## src/rtl/adc_pkg.sv

```systemverilog
// Shared types and defaults for the ADC SPI reader: FSM state encoding,
// result width and the default clock divider / staleness timeout.
package adc_pkg;
  localparam int DATA_W             = 24;
  localparam int SCLK_DIV_DEF       = 50;
  localparam int TIMEOUT_CYCLES_DEF = 100000000;

  typedef enum logic [2:0] {
    IDLE,
    CS_SETUP,
    SHIFT,
    CS_HOLD,
    DONE
  } state_t;
endpackage

```

## src/rtl/adc_spi_reader_if.sv

```systemverilog
// Bundle of the ADC-facing SPI pins and the conversion result outputs.
// The reader drives through the master modport; the ADC side and result consumer use slave.
interface adc_spi_reader_if;
  import adc_pkg::*;

  logic              adc_drdy_n;
  logic              adc_miso;
  logic              adc_sclk;
  logic              adc_cs_n;
  logic [DATA_W-1:0] adc_value;
  logic              adc_valid;
  logic              busy;
  logic              adc_stale;

  modport master (
    input  adc_drdy_n, adc_miso,
    output adc_sclk, adc_cs_n, adc_value, adc_valid, busy, adc_stale
  );

  modport slave (
    output adc_drdy_n, adc_miso,
    input  adc_sclk, adc_cs_n, adc_value, adc_valid, busy, adc_stale
  );
endinterface

```

## src/rtl/adc_spi_reader_sync2.sv

```systemverilog
// Two-flop synchronizer for a single asynchronous input; the reset value is
// chosen per signal so an idle line does not look like activity after reset.
module sync2 #(
  parameter logic RST_VAL = 1'b0
) (
  input  logic clk,
  input  logic rst,
  input  logic d,
  output logic q
);
  logic sync_p0;
  logic sync_p1;

  always_ff @(posedge clk) begin
    if (rst) begin
      sync_p0 <= RST_VAL;
      sync_p1 <= RST_VAL;
    end else begin
      sync_p0 <= d;
      sync_p1 <= sync_p0;
    end
  end

  assign q = sync_p1;
endmodule

```

## src/rtl/adc_spi_reader.sv

```systemverilog
// Reads one 24-bit conversion over SPI after each DRDY falling edge, optionally
// clamps negative results to zero, and flags the reading as stale on timeout.
module adc_spi_reader
  import adc_pkg::*;
#(
  parameter int SCLK_DIV       = SCLK_DIV_DEF,
  parameter int TIMEOUT_CYCLES = TIMEOUT_CYCLES_DEF,
  parameter bit CLAMP_NEG      = 1'b1
) (
  input logic              CLK100MHZ,
  input logic              rst,
  adc_spi_reader_if.master bus
);
  localparam int              TW        = $clog2(TIMEOUT_CYCLES + 1);
  localparam logic [8:0]      HALF_LAST = 9'(SCLK_DIV - 1);
  localparam logic [8:0]      FULL_LAST = 9'(2 * SCLK_DIV - 1);
  localparam logic [4:0]      LAST_BIT  = 5'(DATA_W - 1);
  localparam logic [TW-1:0]   TMAX      = TW'(TIMEOUT_CYCLES);

  function automatic logic [DATA_W-1:0] clamp_result(input logic signed [DATA_W-1:0] raw);
    if (CLAMP_NEG && (raw < 0)) return '0;
    return $unsigned(raw);
  endfunction

  logic              drdy_s;
  logic              miso_s;
  logic              drdy_prev;
  logic [1:0]        settle;
  logic              drdy_fall;
  state_t            state;
  logic [8:0]        div_cnt;
  logic [4:0]        bit_cnt;
  logic [DATA_W-1:0] shreg;
  logic [TW-1:0]     tmo_cnt;
  logic              sclk;
  logic              cs_n;
  logic [DATA_W-1:0] value;
  logic              valid;
  logic              busy;

  sync2 #(.RST_VAL(1'b1)) u_sync_drdy (
    .clk (CLK100MHZ),
    .rst (rst),
    .d   (bus.adc_drdy_n),
    .q   (drdy_s)
  );

  sync2 #(.RST_VAL(1'b0)) u_sync_miso (
    .clk (CLK100MHZ),
    .rst (rst),
    .d   (bus.adc_miso),
    .q   (miso_s)
  );

  // Edge detection stays blind until the synchronizer has flushed its reset
  // value, so a DRDY already low during reset never reads as a fresh edge.
  always_ff @(posedge CLK100MHZ) begin
    if (rst) begin
      drdy_prev <= 1'b1;
      settle    <= '0;
    end else begin
      drdy_prev <= drdy_s;
      if (settle != 2'd3) settle <= settle + 2'd1;
    end
  end

  assign drdy_fall = (settle == 2'd3) && drdy_prev && !drdy_s;

  always_ff @(posedge CLK100MHZ) begin
    if (rst) begin
      state   <= IDLE;
      cs_n    <= 1'b1;
      sclk    <= 1'b0;
      value   <= '0;
      valid   <= 1'b0;
      busy    <= 1'b0;
      div_cnt <= '0;
      bit_cnt <= '0;
    end else begin
      valid <= 1'b0;
      case (state)
        IDLE: begin
          cs_n <= 1'b1;
          sclk <= 1'b0;
          if (drdy_fall) begin
            state   <= CS_SETUP;
            cs_n    <= 1'b0;
            busy    <= 1'b1;
            div_cnt <= '0;
          end
        end
        CS_SETUP: begin
          if (div_cnt == HALF_LAST) begin
            state   <= SHIFT;
            sclk    <= 1'b1;
            div_cnt <= '0;
            bit_cnt <= '0;
          end else begin
            div_cnt <= div_cnt + 9'd1;
          end
        end
        // Each bit: SCLK high for the first half-period, low for the second.
        SHIFT: begin
          if (div_cnt == HALF_LAST) sclk <= 1'b0;
          if (div_cnt == FULL_LAST) begin
            div_cnt <= '0;
            if (bit_cnt == LAST_BIT) begin
              state <= CS_HOLD;
            end else begin
              bit_cnt <= bit_cnt + 5'd1;
              sclk    <= 1'b1;
            end
          end else begin
            div_cnt <= div_cnt + 9'd1;
          end
        end
        CS_HOLD: begin
          if (div_cnt == HALF_LAST) begin
            state <= DONE;
            cs_n  <= 1'b1;
            valid <= 1'b1;
            value <= clamp_result(shreg);
          end else begin
            div_cnt <= div_cnt + 9'd1;
          end
        end
        DONE: begin
          state <= IDLE;
          busy  <= 1'b0;
        end
        default: state <= IDLE;
      endcase
    end
  end

  // MISO is captured on the SCLK high-to-low transition, MSB first.
  always_ff @(posedge CLK100MHZ) begin
    if (state == SHIFT && div_cnt == HALF_LAST) shreg <= {shreg[DATA_W-2:0], miso_s};
  end

  always_ff @(posedge CLK100MHZ) begin
    if (rst) begin
      tmo_cnt <= '0;
    end else if (valid) begin
      tmo_cnt <= '0;
    end else if (tmo_cnt != TMAX) begin
      tmo_cnt <= tmo_cnt + TW'(1);
    end
  end

  assign bus.adc_sclk  = sclk;
  assign bus.adc_cs_n  = cs_n;
  assign bus.adc_value = value;
  assign bus.adc_valid = valid;
  assign bus.busy      = busy;
  assign bus.adc_stale = (tmo_cnt == TMAX);
endmodule

```

## src/flat_wrapper.sv

```systemverilog
// flat-port wrapper written by rule: the top's interface ports become plain ports
module adc_spi_reader_flat import adc_pkg::*;
#(
  parameter int SCLK_DIV       = SCLK_DIV_DEF,
  parameter int TIMEOUT_CYCLES = TIMEOUT_CYCLES_DEF,
  parameter bit CLAMP_NEG      = 1'b1
)
  (CLK100MHZ, rst, bus_adc_drdy_n, bus_adc_miso, bus_adc_sclk, bus_adc_cs_n, bus_adc_value, bus_adc_valid, bus_busy, bus_adc_stale);
  adc_spi_reader_if bus_i ();
  input logic CLK100MHZ;
  input logic rst;
  input wire logic [$bits(bus_i.adc_drdy_n)-1:0] bus_adc_drdy_n;
  input wire logic [$bits(bus_i.adc_miso)-1:0] bus_adc_miso;
  output wire logic [$bits(bus_i.adc_sclk)-1:0] bus_adc_sclk;
  output wire logic [$bits(bus_i.adc_cs_n)-1:0] bus_adc_cs_n;
  output wire logic [$bits(bus_i.adc_value)-1:0] bus_adc_value;
  output wire logic [$bits(bus_i.adc_valid)-1:0] bus_adc_valid;
  output wire logic [$bits(bus_i.busy)-1:0] bus_busy;
  output wire logic [$bits(bus_i.adc_stale)-1:0] bus_adc_stale;
  assign bus_i.adc_drdy_n = bus_adc_drdy_n;
  assign bus_i.adc_miso = bus_adc_miso;
  assign bus_adc_sclk = bus_i.adc_sclk;
  assign bus_adc_cs_n = bus_i.adc_cs_n;
  assign bus_adc_value = bus_i.adc_value;
  assign bus_adc_valid = bus_i.adc_valid;
  assign bus_busy = bus_i.busy;
  assign bus_adc_stale = bus_i.adc_stale;
  adc_spi_reader #(.SCLK_DIV(SCLK_DIV), .TIMEOUT_CYCLES(TIMEOUT_CYCLES), .CLAMP_NEG(CLAMP_NEG)) u_core (.CLK100MHZ(CLK100MHZ), .rst(rst), .bus(bus_i));
endmodule
```

## config.mk

```make
export PLATFORM = sky130hd
export DESIGN_NAME = adc_spi_reader_flat
export DESIGN_NICKNAME = d
export VERILOG_FILES = /design/src/rtl/adc_pkg.sv /design/src/rtl/adc_spi_reader_if.sv /design/src/rtl/adc_spi_reader_sync2.sv /design/src/rtl/adc_spi_reader.sv /design/src/flat_wrapper.sv
export SDC_FILE = /design/constraint.sdc
export NUM_CORES = 1
export LEC_CHECK = 0
export CAP_MARGIN = 20
export CORE_MARGIN = 1.5
export CORE_UTILIZATION = 50
export CTS_BUF_LIST = sky130_fd_sc_hd__clkbuf_16
export CTS_CLUSTER_DIAMETER = 80
export CTS_CLUSTER_SIZE = 16
export DETAILED_ROUTE_END_ITERATION = 8
export PLACE_DENSITY = 0.71
export SYNTH_ARGS = -nofsm -noshare
export SYNTH_HDL_FRONTEND = slang
export SYNTH_SLANG_ARGS = --single-unit
```

## constraint.sdc

```tcl
create_clock -name CLK100MHZ -period 2.65 [get_ports CLK100MHZ]
set_clock_uncertainty 0.05 [all_clocks]
set_input_delay 0.53 -clock CLK100MHZ [delete_from_list [all_inputs] [get_ports CLK100MHZ]]
set_output_delay 0.53 -clock CLK100MHZ [all_outputs]
set_load 0.02 [all_outputs]
```

=== Word-level counts from Yosys, hierarchy flattened ===
Cells that the tools add are included.

* Bitwise logic cells: 1
* Reductions and logical operators: 19
* Add/sub/neg operators: 4
* Multiplexer cells: 31
* Magnitude comparators: 1
* Eq/ne operators: 18

{| class="wikitable"
|+ Operator list
! cell !! count
|-
| $mux 24 || 2
|-
| $mux 9 || 4
|-
| $pmux 9 s4 || 1
|-
| $add 27x1->27 const B || 1
|-
| $eq 27x27->1 const B || 1
|-
| $ne 27x27->1 const B || 1
|-
| $lt 24x1->1 const B || 1
|-
| $mux 3 || 5
|-
| $mux 5 || 3
|-
| $pmux 3 s4 || 1
|-
| $mux 1 || 11
|-
| $ne 2x1->1 const B || 5
|-
| $pmux 5 s2 || 1
|-
| $add 9x1->9 const B || 1
|-
| $eq 9x6->1 const B || 1
|-
| $eq 9x7->1 const B || 1
|-
| $reduce_and 2->1 || 4
|-
| $eq 3x2->1 const B || 2
|-
| $ne 2x2->1 const B || 3
|-
| $reduce_bool 2->1 || 3
|-
| $add 5x1->5 const B || 1
|-
| $eq 5x5->1 const B || 1
|-
| $reduce_and 5->1 || 1
|-
| $pmux 1 s2 || 2
|-
| 14 further kinds || 17
|}

* Output and inout port bits: 29
* Word-level logic and storage cells: 90
* Flip-flop bits (word level): 103

=== Depth between registers and ports, before layout ===
Gate-level depths: netlist of run 1.

* Word-level depth: 6
* Gate-level depth with buffers: 8
* Depth with buffers taken out: 6

=== Cells and area by module ===
A second synthesis of run 1 with hierarchy kept.

* Cells, all modules: 401
* Area total of the unflattened synthesis: 4301.6 sq um

{| class="wikitable"
|+ By module, submodules not included
! module !! times used !! seq. area each (sq um) !! area each (sq um) !! cells each
|-
| adc_spi_reader || 1 || 2202.1 || 4196.5 || 393
|-
| sync2 || 2 || 40.0 || 52.6 || 4
|}

=== Worst setup path before layout of run 1 ===
Ideal clock, no wire load.

* Kind: register -> register
* Start: reg u_core.state[2]
* End: reg u_core.shreg[0], enable pin
* Setup time: 0.405 ns
* Data required time: 2.195 ns
* Data arrival time: 2.117 ns
* Stages on the path, launching flop included: 5
* Path buffers: 2
* Period minus slack after synthesis: 2.572 ns
* Setup slack: 0.078 ns
* Cells stage by stage: dfxtp_1 > clkbuf_1 > or3b_2 > clkbuf_1 > nor2_1

* Cells in the longest elaborated chain, start to end: 2

{| class="wikitable"
|+ RTL lines
! item !! line !! text
|-
| start, declared || adc_spi_reader.sv:30 || <nowiki>state_t state;</nowiki>
|-
| start signal, assigned || adc_spi_reader.sv:71 || <nowiki>state <= IDLE;</nowiki>
|-
| start signal, assigned || adc_spi_reader.sv:86 || <nowiki>state <= CS_SETUP;</nowiki>
|-
| start signal, assigned || adc_spi_reader.sv:94 || <nowiki>state <= SHIFT;</nowiki>
|-
| $eq 3x2->1 || adc_spi_reader.sv:138 || <nowiki>if (state == SHIFT && div_cnt == HALF_LAST) shreg <= {shreg[DATA_W-2:0], miso_s};</nowiki>
|-
| $logic_and 1x1->1 || adc_spi_reader.sv:138 ||
|-
| end signal, assigned || adc_spi_reader.sv:138 ||
|-
| end, declared || adc_spi_reader.sv:33 || <nowiki>logic [DATA_W-1:0] shreg;</nowiki>
|}

Every way passes these cells.
A chain may end at the register's enable or synchronous reset.

=== Worst setup path after layout of run 1 ===
* Start: reg u_core.tmo_cnt[20]
* End: out bus_adc_stale

* Cells in the longest elaborated chain, start to end: 1

{| class="wikitable"
|+ RTL lines
! item !! line !! text
|-
| start, declared || adc_spi_reader.sv:34 || <nowiki>logic [TW-1:0] tmo_cnt;</nowiki>
|-
| start signal, assigned || adc_spi_reader.sv:147 || <nowiki>tmo_cnt <= tmo_cnt + TW'(1);</nowiki>
|-
| $eq 27x27->1 || adc_spi_reader.sv:156 || <nowiki>assign bus.adc_stale = (tmo_cnt == TMAX);</nowiki>
|-
| end, declared || flat_wrapper.sv:19 || <nowiki>output wire logic [$bits(bus_i.adc_stale)-1:0] bus_adc_stale;</nowiki>
|}

Every way passes these cells.

==> impl_metrics.env, run 1 <==
export IMPL_rsz_0062_raised_after_global_routing="false"
export IMPL_buffer_cell_driving_the_clock_tree_root="clkbuf_16"
export IMPL_die_x_um=94.9
export IMPL_numCtsBuffers=9
export IMPL_grt_use_total_pct=19.0
export IMPL_maxCapViolCount=0
export IMPL_cts_sink_count=102
export IMPL_drc_viols=0
export IMPL_placedCellCount=534
export IMPL_timing_max_transition_violations_final=0
export IMPL_synth_seq_area_share_pct=54.0
export IMPL_avgRoutedWirePerCell_um=14.7
export IMPL_yosys_top_cells_area="dfxtp_1, edfxtp_1, a22o_1"
export IMPL_synth_net_count=424
export IMPL_synth_top_cell_area_share_pct=37.0
export IMPL_synth_top_cell_by_area="dfxtp_1"
export IMPL_worst_r2r_startpoint="u_core.div_cnt[0]$_SDFFE_PP0P_"
export IMPL_rows=33
export IMPL_synthCells=414
export IMPL_setup_worst_path_end_class="output port"
export IMPL_dpl_hpwl_mm=5.39
export IMPL_maximum_number_of_pins_on_one_net_before_global_route_repair=25
export IMPL_synth_edf_count=24
export IMPL_timing_setup_critical_path_class="register to output port"
export IMPL_detail_route_iter0_violations=184
export IMPL_cellPowerDensity_nw_per_um2=609
export IMPL_drt_pass1_iter_count=6
export IMPL_worstMarginPinSlew_ns=0.739
export IMPL_fin_nets=451
export IMPL_vias_per_cell=5.89
export IMPL_grt_pass1_wl_mm=13.4
export IMPL_power_mw=3.01
export IMPL_final_min_period_over_clock_period_pct=92.7
export IMPL_worstSetupStartpoint="u_core.tmo_cnt[20]$_SDFFE_PP0N_"
export IMPL_effective_utilization_at_floorplan_pct=51.4
export IMPL_holdCritStartpoint="u_core.u_sync_drdy.sync_p0$_SDFF_PP1_"
export IMPL_postRouteWirelength_mm=8.11
export IMPL_grt_pass1_vias=2874
export IMPL_clk_insertion_delay_late_ns=0.34
export IMPL_reg2reg_slack_ns=0.49
export IMPL_synth_ff_latch_count=102
export IMPL_async_flop_share_pct=0
export IMPL_core_area_sq_um=8220
export IMPL_final_period_minus_worst_setup_slack_ns=2.46
export IMPL_grt_antenna_before_repair=0
export IMPL_gp_congestion=0.813
export IMPL_critPathMaxFanout=6
export IMPL_timing_fmax_mhz=407
export IMPL_max_vdd_ir_drop_v=0.000325
export IMPL_clockBufferDepth=2
export IMPL_max_slew_margin_pct=50.4
export IMPL_mostFrequentLayoutCell="dfxtp_1"
export IMPL_synth_main_ff_cell="dfxtp_1"
export IMPL_synth_avg_cell_area_sq_um=10.2
export IMPL_tritoncts_clock_tree="done"
export IMPL_vias=3244
export IMPL_syn2layout_area_growth_pct=17.2
export IMPL_timing_setup_tns_ns=0
export IMPL_critPathArrivalTime_ns=1.88
export IMPL_static_leakage_nw=1.72
export IMPL_global_route_overflow_total=0
export IMPL_layout_common_cells="dfxtp_1, clkdlybuf4s50_1, nand2_1, nor2_1, edfxtp_1"
export IMPL_ant_nets=0
export IMPL_postCtsSetupBuffers=0
export IMPL_port_buffer_count=31
export IMPL_cts_htree_levels=3
export IMPL_fin_cells=551
export IMPL_synthesis_yosys_warnings=0
export IMPL_critPathLaunchType="register"
export IMPL_final_setup_viol_count=0
export IMPL_drive_above_1_share_pct=8.97
export IMPL_critPathRequiredTime_ns=2.07
export IMPL_clkTransAtPathRegs_ns=0.08
export IMPL_design_portCount=33
export IMPL_dieHeight_um=94.9
export IMPL_post_synthesis_cell_type_count=59
export IMPL_final_hold_violation_count=0
export IMPL_synth_area_sq_um=4230
export IMPL_n_antenna_cell=0
export IMPL_run_status="finished, final reports clean"
export IMPL_worstHoldPathType="register to register"
export IMPL_floorplan_die_area_sq_um=9010
export IMPL_postCtsHoldBufs=0
==> flip-flops by register name, indices dropped and copies added (netlist names), 2 cells and up <==
| signal | count |
|---|---|
| u_core.bit_cnt | 5 |
| u_core.bus.adc_value | 23 |
| u_core.div_cnt | 9 |
| u_core.settle | 2 |
| u_core.shreg | 24 |
| u_core.state | 3 |
| u_core.tmo_cnt | 27 |
==> path summary, 6_finish.rpt <==
kind                                          end  depth (start not counted)
min               u_core.u_sync_drdy.q$_SDFF_PP1_                          1
min reg2reg       u_core.u_sync_drdy.q$_SDFF_PP1_                          1
max reg2reg  u_core.bus.adc_value[7]$_SDFFE_PP0P_                          6
max                                 bus_adc_stale                          4
==> critical path, stage by stage (launching register included) <==
cell and delay (ns):
dfxtp_1 0.40, nand4_1 0.13, or2_2 0.35, nor4_1 0.29
dlygate4sd2_1 0.36
==> Yosys cell counts (all sizes together), types with 9 or more instances <==
library cell  number
clkbuf            18
edfxtp            24
or4                9
dfxtp             78
nand2             29
a21oi             20
nor2              28
a22o              23
inv               14
nand3             16
xor2              11
o21ai             21
==> per-layer routing <==
metal / global-route usage [%] / up-vias / routed length (um)
met5: 0 / - / 0
met4: 5.97 / 0 / 124
met3: 4.67 / 17 / 404
met2: 30.0 / 109 / 3860
met1: 25.6 / 1531 / 3730
li1: - / 1587 / -
==> stage by stage <==
step           hold slack (ns)  utilization [%]  cell area [sq um]  setup slack, ns
6_report                 0.363             60.3               4950            0.193
5_1_grt                  0.372             60.3               4950           0.0617
4_1_cts                  0.366             60.1               4940            0.166
3_5_place_dp             0.347             56.2               4620            0.238
3_3_place_gp             0.351             56.2               4620            0.310
2_1_floorplan            0.336                -               4230           0.0783
==> report_power, final <==
| part | internal, mW | switching [mW] | leakage (nW) |
|---|---|---|---|
| clock | 0.677 | 0.646 | 0.149 |
| sequential | 1.60 | 0.0115 | 0.895 |
| combinational | 0.0344 | 0.0474 | 0.671 |
| total | 2.31 | 0.705 | 1.72 |
==> cell type report <==
type	instances	area, sq um
Clock buffer	9	225
Clock inverter	7	92.6
Fill cell	680	3270
Inverter	14	52.6
Multi-Input combinational cell	274	1780
Sequential cell	102	2280
Tap cell	105	131
Timing Repair Buffer	40	384
==> kinds of logic (layout without fill, tap and decap cells) <==
group                    count (synthesis)  in the layout  share of synthesized area [%]
AND/OR/NAND/NOR                        151            151                           20.5
flip-flops                             102            102                           54.0
AO/OA/AOI/OAI                           98             98                           15.8
buffers and inverters                   38             70                           4.03
XOR/XNOR                                14             14                           2.90
adder cells (fa/ha/maj)                  6              6                           1.78
multiplexers                             4              4                          0.948
other                                    1              1                         0.0888
==> timing repair <==
item / CTS / global route
hold endpoints to repair: 0 / 0
endpoints found under the setup margin: 1 / 0
gates resized for setup: 1 / 0
Power figures use the tool's default switching activity.
==> run 2, diff against run 1 <==
CORE_MARGIN = 10   (was 1.5)
==> run 2 against run 1 <==
Effect of this change: total power is 0.12% lower; final area is 0.35% lower; global-route usage is 5.7 points lower; first-iteration DRC count is 2.7% lower; cell count is 0.36% lower; critical path depth stayed put; worst hold slack worse by 0.0037 ns; highest routed layer unchanged; maximum frequency is 2.0% higher; critical path type unchanged; non-clock buffer count is 2 lower; core utilization is 0.21 points lower; wire length is 2.2% higher; sequential share of layout area is 0.16 points higher.
==> impl_metrics.env, run 2 (synthesis results as in run 1) <==
export IMPL_run_status="finished, final reports clean"
export IMPL_static_leakage_nw=1.70
export IMPL_final_setup_viol_count=0
export IMPL_core_area_sq_um=8220
export IMPL_grt_antenna_before_repair=0
export IMPL_clockBufferDepth=2
export IMPL_numCtsBuffers=9
export IMPL_critPathArrivalTime_ns=1.83
export IMPL_drc_viols=0
export IMPL_setup_worst_path_end_class="output port"
export IMPL_timing_max_transition_violations_final=0
export IMPL_largest_register="u_core.tmo_cnt"
export IMPL_final_hold_violation_count=0
export IMPL_clkTransAtPathRegs_ns=0.08
export IMPL_fin_cells=549
export IMPL_grt_pass1_vias=3034
export IMPL_postCtsSetupBuffers=0
export IMPL_postCtsHoldBufs=0
export IMPL_maximum_number_of_pins_on_one_net_before_global_route_repair=26
export IMPL_cts_sink_count=102
export IMPL_worstPathBufferInverterCount=1
export IMPL_design_portCount=33
export IMPL_dpl_hpwl_mm=5.64
export IMPL_rsz_0062_raised_after_global_routing="false"
export IMPL_grt_pass1_wl_mm=14.4
export IMPL_max_slew_margin_pct=54.6
export IMPL_rows=33
export IMPL_critical_path_max_stage_delay_ns=0.40
export IMPL_buffer_cell_driving_the_clock_tree_root="clkbuf_16"
export IMPL_cp_top_family="simple AND/OR/NAND/NOR gates"
export IMPL_port_buffer_count=31
export IMPL_dp_worst_setup_slack_ns=0.238
export IMPL_largest_register_ffs=27
export IMPL_gp_congestion=0.784
export IMPL_tritoncts_clock_tree="done"
export IMPL_worstMarginPinSlew_ns=0.677
export IMPL_syn2layout_area_growth_pct=16.8
export IMPL_holdPathStages=0
export IMPL_crit_chain="nand4_1 -> or2_2 -> nor4_2 -> clkdlybuf4s15_1"
export IMPL_ant_nets=0
export IMPL_final_min_period_over_clock_period_pct=90.9
export IMPL_placedInstanceArea_sq_um=4600
export IMPL_mostFrequentLayoutCell="dfxtp_1"
export IMPL_detail_route_iter0_violations=179
export IMPL_levels_on_crit_path=4
export IMPL_critical_path_slowest_cell="dfxtp_1"
export IMPL_worst_slack_ns=0.241
export IMPL_clk_insertion_delay_late_ns=0.34
export IMPL_postRouteWirelength_mm=8.29
export IMPL_global_route_overflow_total=0
export IMPL_avgRoutedWirePerCell_um=15.1
export IMPL_fin_util_pct=60.0
export IMPL_effective_utilization_at_floorplan_pct=51.4
export IMPL_layout_common_cells="dfxtp_1, clkdlybuf4s50_1, nand2_1, nor2_1, edfxtp_1"
export IMPL_depth_of_the_worst_register_to_register_path=6
export IMPL_grt_use_total_pct=13.3
export IMPL_critPathMaxFanout=6
export IMPL_timing_setup_critical_path_class="register to output port"
export IMPL_die_x_um=112
export IMPL_final_hold_worst_slack_ns=0.359
export IMPL_drt_pass1_iter_count=5
export IMPL_layout_cell_area_non_filler_sq_um=4930
export IMPL_critPathRequiredTime_ns=2.07
export IMPL_drive_above_1_share_pct=8.78
export IMPL_maxCapViolCount=0
export IMPL_cellPowerDensity_nw_per_um2=610
export IMPL_timing_fmax_mhz=415
export IMPL_vias_per_cell=5.73
export IMPL_cts_htree_levels=3
export IMPL_n_antenna_cell=0
export IMPL_worstHoldPathType="register to register"
export IMPL_power_mw=3.01
export IMPL_dieHeight_um=112
export IMPL_critPathLaunchType="register"
export IMPL_placedCellCount=532
export IMPL_max_vdd_ir_drop_v=0.000386
export IMPL_vias=3147
export IMPL_floorplan_die_area_sq_um=12500
export IMPL_fin_nets=449
export IMPL_timing_setup_tns_ns=0
export IMPL_final_period_minus_worst_setup_slack_ns=2.41
run 2: power by group:
| part | leakage (nW) | internal [mW] | total (mW) | switching [mW] |
|---|---|---|---|---|
| logic | 0.656 | 0.0329 | 0.0800 | 0.0471 |
| registers | 0.895 | 1.60 | 1.61 | 0.0116 |
| clock network | 0.151 | 0.677 | 1.32 | 0.645 |
run 2: area by class of cell:
class	count	area, sq um
Fill cell	688	3280
Sequential cell	102	2280
Multi-Input combinational cell	274	1790
Timing Repair Buffer	38	367
Clock buffer	9	225
Tap cell	105	131
Clock inverter	7	86.3
Inverter	14	52.6
run 2: worst reg2reg max path: cells and delay by family, from the launching register on:
| kind | cells | cell delay, ns |
|---|---|---|
| buffers and inverters | 1 | 0.31 |
| flip-flops | 1 | 0.42 |
| AND/OR/NAND/NOR | 3 | 1.01 |
| AO/OA/AOI/OAI | 1 | 0.18 |
| adder cells (fa/ha/maj) | 1 | 0.17 |
run 2: final timing paths:
kind                                                      start  slack [ns]                               endpoint
worst min-delay path            u_core.u_sync_miso.q$_SDFF_PP0_        0.36              u_core.shreg[0]$_DFFE_PP_
worst max-delay path            u_core.tmo_cnt[20]$_SDFFE_PP0N_        0.24                          bus_adc_stale
worst min register to register  u_core.u_sync_miso.q$_SDFF_PP0_        0.36              u_core.shreg[0]$_DFFE_PP_
worst max register to register   u_core.div_cnt[0]$_SDFFE_PP0P_        0.45  u_core.bus.adc_value[21]$_SDFFE_PP0P_
run 2: layer usage:
| layer | wire [um] | up-vias | GRT usage [%] |
|---|---|---|---|
| li1 | - | 1576 | - |
| met1 | 3920 | 1511 | 16.6 |
| met2 | 3890 | 49 | 21.4 |
| met3 | 405 | 11 | 4.35 |
| met4 | 80 | 0 | 3.60 |
| met5 | 0 | - | 0 |
run 2: timing repair:
item                                    CTS  global route
endpoints found under the hold margin     0             0
resized for setup                         1             2
pin swaps                                 0             0
cloned                                    0             0
endpoints found under the setup margin    1             1
==> run 3, diff against run 2 <==
CTS_CLUSTER_DIAMETER = 150   (was 80)
SLEW_MARGIN = 20   (was not set)
==> run 3 against run 2 <==
Effect of this change: register-to-register slack worse by 0.13 ns; core utilization unchanged; critical path depth unchanged; clock power barely moved; critical endpoint unchanged; global-route usage unchanged; setup slack lost 0.0011 ns; final area stayed put.
==> impl_metrics.env, run 3 (synthesis results as in run 1) <==
export IMPL_critical_path_max_stage_delay_ns=0.40
export IMPL_effective_utilization_at_floorplan_pct=51.4
export IMPL_global_route_overflow_total=0
export IMPL_numCtsBuffers=9
export IMPL_buffer_cell_driving_the_clock_tree_root="clkbuf_16"
export IMPL_critPathMaxFanout=6
export IMPL_seq_power_share_pct=53.5
export IMPL_ff_latch_area_sq_um=2280
export IMPL_postRouteWirelength_mm=8.26
export IMPL_max_slew_margin_pct=50.1
export IMPL_critPathRequiredTime_ns=2.07
export IMPL_design_portCount=33
export IMPL_die_x_um=112
export IMPL_floorplan_die_area_sq_um=12500
export IMPL_final_hold_worst_slack_ns=0.359
export IMPL_rsz_0062_raised_after_global_routing="false"
export IMPL_drc_viols=0
export IMPL_p_comb_share_pct=2.6
export IMPL_fin_util_pct=60.0
export IMPL_worst_slack_ns=0.240
export IMPL_dp_worst_setup_slack_ns=0.238
export IMPL_fin_nets=448
export IMPL_dpl_hpwl_mm=5.64
export IMPL_ant_nets=0
export IMPL_run_status="finished, final reports clean"
export IMPL_cts_sink_count=102
export IMPL_postCtsHoldBufs=0
export IMPL_final_hold_violation_count=0
export IMPL_static_leakage_nw=1.70
export IMPL_dr_max_layer_used="met4"
export IMPL_cellPowerDensity_nw_per_um2=609
export IMPL_port_buffer_count=31
export IMPL_avgRoutedWirePerCell_um=15.1
export IMPL_net_switching_power_uw=701
export IMPL_vias=3173
export IMPL_grt_pass1_vias=3034
export IMPL_max_vdd_ir_drop_v=0.000385
export IMPL_syn2layout_area_growth_pct=16.8
export IMPL_largest_register="u_core.tmo_cnt"
export IMPL_largest_register_ffs=27
export IMPL_core_area_sq_um=8220
export IMPL_fillers=689
export IMPL_rows=33
export IMPL_worstPathBufferInverterCount=1
export IMPL_vias_per_cell=5.79
export IMPL_final_min_period_over_clock_period_pct=90.9
export IMPL_final_setup_viol_count=0
export IMPL_grt_antenna_before_repair=0
export IMPL_swShare_pct=23.3
export IMPL_clockBufferDepth=2
export IMPL_dieHeight_um=112
export IMPL_routed_wl_met3_um=388
export IMPL_critPathArrivalTime_ns=1.83
export IMPL_multi_input_area_sq_um=1800
export IMPL_tritoncts_clock_tree="done"
export IMPL_cp_top_family="simple AND/OR/NAND/NOR gates"
export IMPL_power_report_internal_total_mw=2.31
export IMPL_critPathLaunchType="register"
export IMPL_gp_congestion=0.784
export IMPL_timing_max_transition_violations_final=0
export IMPL_cts_htree_levels=3
export IMPL_layout_common_cells="dfxtp_1, clkdlybuf4s50_1, nand2_1, nor2_1, edfxtp_1"
export IMPL_maxCapViolCount=0
export IMPL_timing_setup_critical_path_class="register to output port"
export IMPL_timing_setup_tns_ns=0
export IMPL_worstMarginPinSlew_ns=0.747
export IMPL_final_period_minus_worst_setup_slack_ns=2.41
export IMPL_critical_path_slowest_cell="dfxtp_1"
export IMPL_met1Wirelength_mm=3.92
export IMPL_drt_pass1_iter_count=4
export IMPL_crit_chain="nand4_1 -> or2_2 -> nor4_2 -> clkdlybuf4s15_1"
export IMPL_worstHoldPathType="register to register"
export IMPL_n_antenna_cell=0
export IMPL_grt_use_total_pct=13.3
export IMPL_setup_worst_path_end_class="output port"
export IMPL_clkTransAtPathRegs_ns=0.08
export IMPL_maximum_number_of_pins_on_one_net_before_global_route_repair=26
export IMPL_clk_insertion_delay_late_ns=0.34
export IMPL_met2RoutedLength_mm=3.86
export IMPL_timing_fmax_mhz=415
export IMPL_grt_pass1_wl_mm=14.4
export IMPL_mostFrequentLayoutCell="dfxtp_1"
export IMPL_drive_above_1_share_pct=8.58
export IMPL_fraction_of_power_consumed_by_the_clock_network_pct=43.9
export IMPL_detail_route_iter0_violations=181
run 3: routing by layer:
layer  GRT usage [%]  vias to the layer above
li1                -                     1575
met1            16.6                     1539
met2            21.4                       46
met3            4.35                       13
met4            3.60                        0
met5               0                        -
run 3: timing repair:
item,4_1_cts,5_1_grt
pin swaps,0,0
gates resized for setup,1,2
endpoints found under the setup margin,1,1
endpoints found under the hold margin,0,0
buffers inserted,0,0
run 3: worst reg2reg max path, stage by stage, from the launching register on:
cell,delay [ns]
dfxtp_1,0.35
nor4_1,0.64
nand2_1,0.40
nor4_4,0.35
buf_4,0.31
a22o_1,0.18
run 3: power by group through the flow:
stage               clock network, mW  registers [mW]  logic (mW)
CTS                              1.36            1.61      0.0791
detailed placement                  0            1.64      0.0789
finish                           1.32            1.61      0.0789
global route                     1.41            1.61      0.0897
global placement                    0            1.64      0.0774
floorplan                           0            1.64      0.0600
run 3: cell type report:
| type | count | area share, % |
|---|---|---|
| clock buffer | 9 | 4.57 |
| timing repair buffer | 37 | 7.20 |
| inverter | 14 | 1.07 |
| tap | 105 | 2.66 |
| multi-input combinational | 274 | 36.5 |
| clock inverter | 7 | 1.75 |
| sequential | 102 | 46.3 |
run 3: worst paths after layout:
kind / startpoint / end / slack, ns / cells after the start
setup reg to reg: u_core.div_cnt[8]$_SDFFE_PP0P_ / u_core.bus.adc_value[5]$_SDFFE_PP0P_ / 0.32 / 5
hold / removal: u_core.u_sync_miso.q$_SDFF_PP0_ / u_core.shreg[0]$_DFFE_PP_ / 0.36 / 0
hold reg to reg: u_core.u_sync_miso.q$_SDFF_PP0_ / u_core.shreg[0]$_DFFE_PP_ / 0.36 / 0
setup / recovery: u_core.tmo_cnt[20]$_SDFFE_PP0N_ / bus_adc_stale / 0.24 / 4
run 3: metrics by stage:
| stage | instances | instance area, sq um | total power [mW] |
|---|---|---|---|
| floorplan | 414 | 4230 | 1.70 |
| global placement | 532 | 4600 | 1.72 |
| detailed placement | 532 | 4600 | 1.72 |
| CTS | 548 | 4910 | 3.04 |
| global route | 548 | 4930 | 3.11 |
| finish | 548 | 4930 | 3.01 |
==> RTL change: new RTL, config.mk and constraints of run 3 <==
Make the reset (`rst`) asynchronous in 4 clocked blocks. Comments in the files are not updated.
--- a/src/rtl/adc_spi_reader_sync2.sv
+++ b/src/rtl/adc_spi_reader_sync2.sv
@@ -13,3 +13,3 @@
 
-  always_ff @(posedge clk) begin
+  always_ff @(posedge clk or posedge rst) begin
     if (rst) begin
--- a/src/rtl/adc_spi_reader.sv
+++ b/src/rtl/adc_spi_reader.sv
@@ -56,3 +56,3 @@
   // value, so a DRDY already low during reset never reads as a fresh edge.
-  always_ff @(posedge CLK100MHZ) begin
+  always_ff @(posedge CLK100MHZ or posedge rst) begin
     if (rst) begin
@@ -68,3 +68,3 @@
 
-  always_ff @(posedge CLK100MHZ) begin
+  always_ff @(posedge CLK100MHZ or posedge rst) begin
     if (rst) begin
@@ -140,3 +140,3 @@
 
-  always_ff @(posedge CLK100MHZ) begin
+  always_ff @(posedge CLK100MHZ or posedge rst) begin
     if (rst) begin
Formal check against the unedited RTL: differs if rst is asserted again (counterexample within 10 cycles, from zero or initial values and one cycle with rst high); with rst held inactive, the same outputs for 10 cycles.
==> RTL change against run 3 <==
- area after synthesis increased by 7.5%
- wire length increased by 3.7%
- final area increased by 6.7%
- sequential cell count unchanged
- critical path depth unchanged
- count of clock-buffer cells in the layout unchanged
- setup slack got worse by 0.13 ns
- non-clock buffer count unchanged
Power is not compared: it rests on default switching activity, and its combinational part moved more than twofold at a synthesized area within 25%.
==> RTL change: results (changes against run 3) <==
Run status
  – Run status: finished, final reports clean (unchanged)

Global routing
  – Total routing resource utilization after global routing: 13.47% (was 13.30%)
  – Pin count of the biggest net entering global routing: 79 (was 26)
  – Via count of the first global-routing pass: 3001 (was 3034)
  – Met2 Use GR: 20.83% (was 21.45%)
  – Met3 usage: 4.375% (was 4.348%)
  – Met1 usage: 17.81% (was 16.62%)

Route
  – Routed length on met1: 3899 µm (was 3919 µm)
  – Detailed-route wire length per cell: 15.38 µm (was 15.07 µm)
  – Detail Route met2 WL: 4196 µm (was 3859 µm)
  – Avg Vias per Cell: 5.449 (was 5.790)
  – Length of routed met3 wiring: 402 µm (was 388 µm)
  – Total Wirelength: 8566 µm (was 8261 µm)
  – Starting DRC count in detailed routing: 239 (was 181)

Placed design
  – Count of placed standard cells including taps: 541 (was 532)
  – Cell Area, Placed: 4951 µm² (was 4604 µm²)
  – Routability-driven placement congestion ratio: 0.8035 (was 0.7839)

Pwr
  – Post-route total power: ~3700 µW

Floorplanning
  – Core ar.: 8763 µm² (was 8217 µm²)

Yosys
  – Synth top cells by count: sky130_fd_sc_hd__dfrtp_1 (74), sky130_fd_sc_hd__nand2_1 (74), sky130_fd_sc_hd__nor2_1 (42) (was sky130_fd_sc_hd__dfxtp_1 (78), sky130_fd_sc_hd__nand2_1 (29), sky130_fd_sc_hd__nor2_1 (28))
  – Dominant synthesized flop cell: sky130_fd_sc_hd__dfrtp_1 (was sky130_fd_sc_hd__dfxtp_1)
  – Share of synthesized registers carrying an async set or reset: 76.47% (was 0%)

Setup path
  – CP arrival: 1.96 ns (was 1.83 ns)
  – Crit-path slowest cell: sky130_fd_sc_hd__dfrtp_1 (was sky130_fd_sc_hd__dfxtp_1)
  – Worst-case reg-to-reg path depth: 6 (was 5)
  – Top fanout value on the critical path: 4 (was 6)
  – Worst reg-to-reg setup slack: 0.56 ns (was 0.32 ns)
  – Launch point of the worst reg-to-reg path: u_core.tmo_cnt[1] (was u_core.div_cnt[8])

Final layout
  – Number of fill cells: 726 (was 689)
  – Multi-input gate area: 1725 µm² (was 1800 µm²)
  – Layout cell share with drive strength beyond 1: 9.354% (was 8.578%)
  – Non-clock inverters: 12 (was 14)
  – Clk cell area share: 5.944% (was 6.315%)
  – Buffer share of cell area: 6.966% (was 7.203%)
  – Number of multi-input logic gates: 282 (was 274)
  – Reg area: 2678 µm² (was 2282 µm²)
  – Number of nets in the layout: 454 (was 448)

Timing
  – Worst Max-Slew Pin Slew: 0.6280 ns (was 0.7466 ns)

Min path
  – Min-delay src: u_core.u_sync_miso.sync_p0 (was u_core.u_sync_miso.q)
  – Min-Delay Endpoint: u_core.u_sync_miso.q (was u_core.shreg[0])
-- RTL change: logic make-up (layout without fill, tap and decap cells) --
family | Yosys count | in the layout | synth area share (%)
xor gates and xnor gates | 28 | 28 | 5.401
and+or+nand+nor | 215 | 215 | 25.90
other | 1 | 1 | 0.08259
buffers and inverters | 30 | 65 | 3.279
AOI/OAI and AO/OA | 30 | 30 | 4.244
DFF | 102 | 102 | 58.97
adders and majority gates | 6 | 6 | 1.653
muxes | 2 | 2 | 0.4684
-- RTL change: how the worst max path moves through the flow --
stage | startpoint | slack, ns | to
after CTS | u_core.tmo_cnt[11] | 0.08 | bus_adc_stale
final | u_core.tmo_cnt[11] | 0.11 | bus_adc_stale
after global routing | u_core.tmo_cnt[11] | 0.03 | bus_adc_stale
after detailed placement | u_core.tmo_cnt[11] | 0.17 | bus_adc_stale
after floorplan | rst | 0.08 | u_core.bit_cnt[0]
after global placement | u_core.tmo_cnt[11] | 0.22 | bus_adc_stale
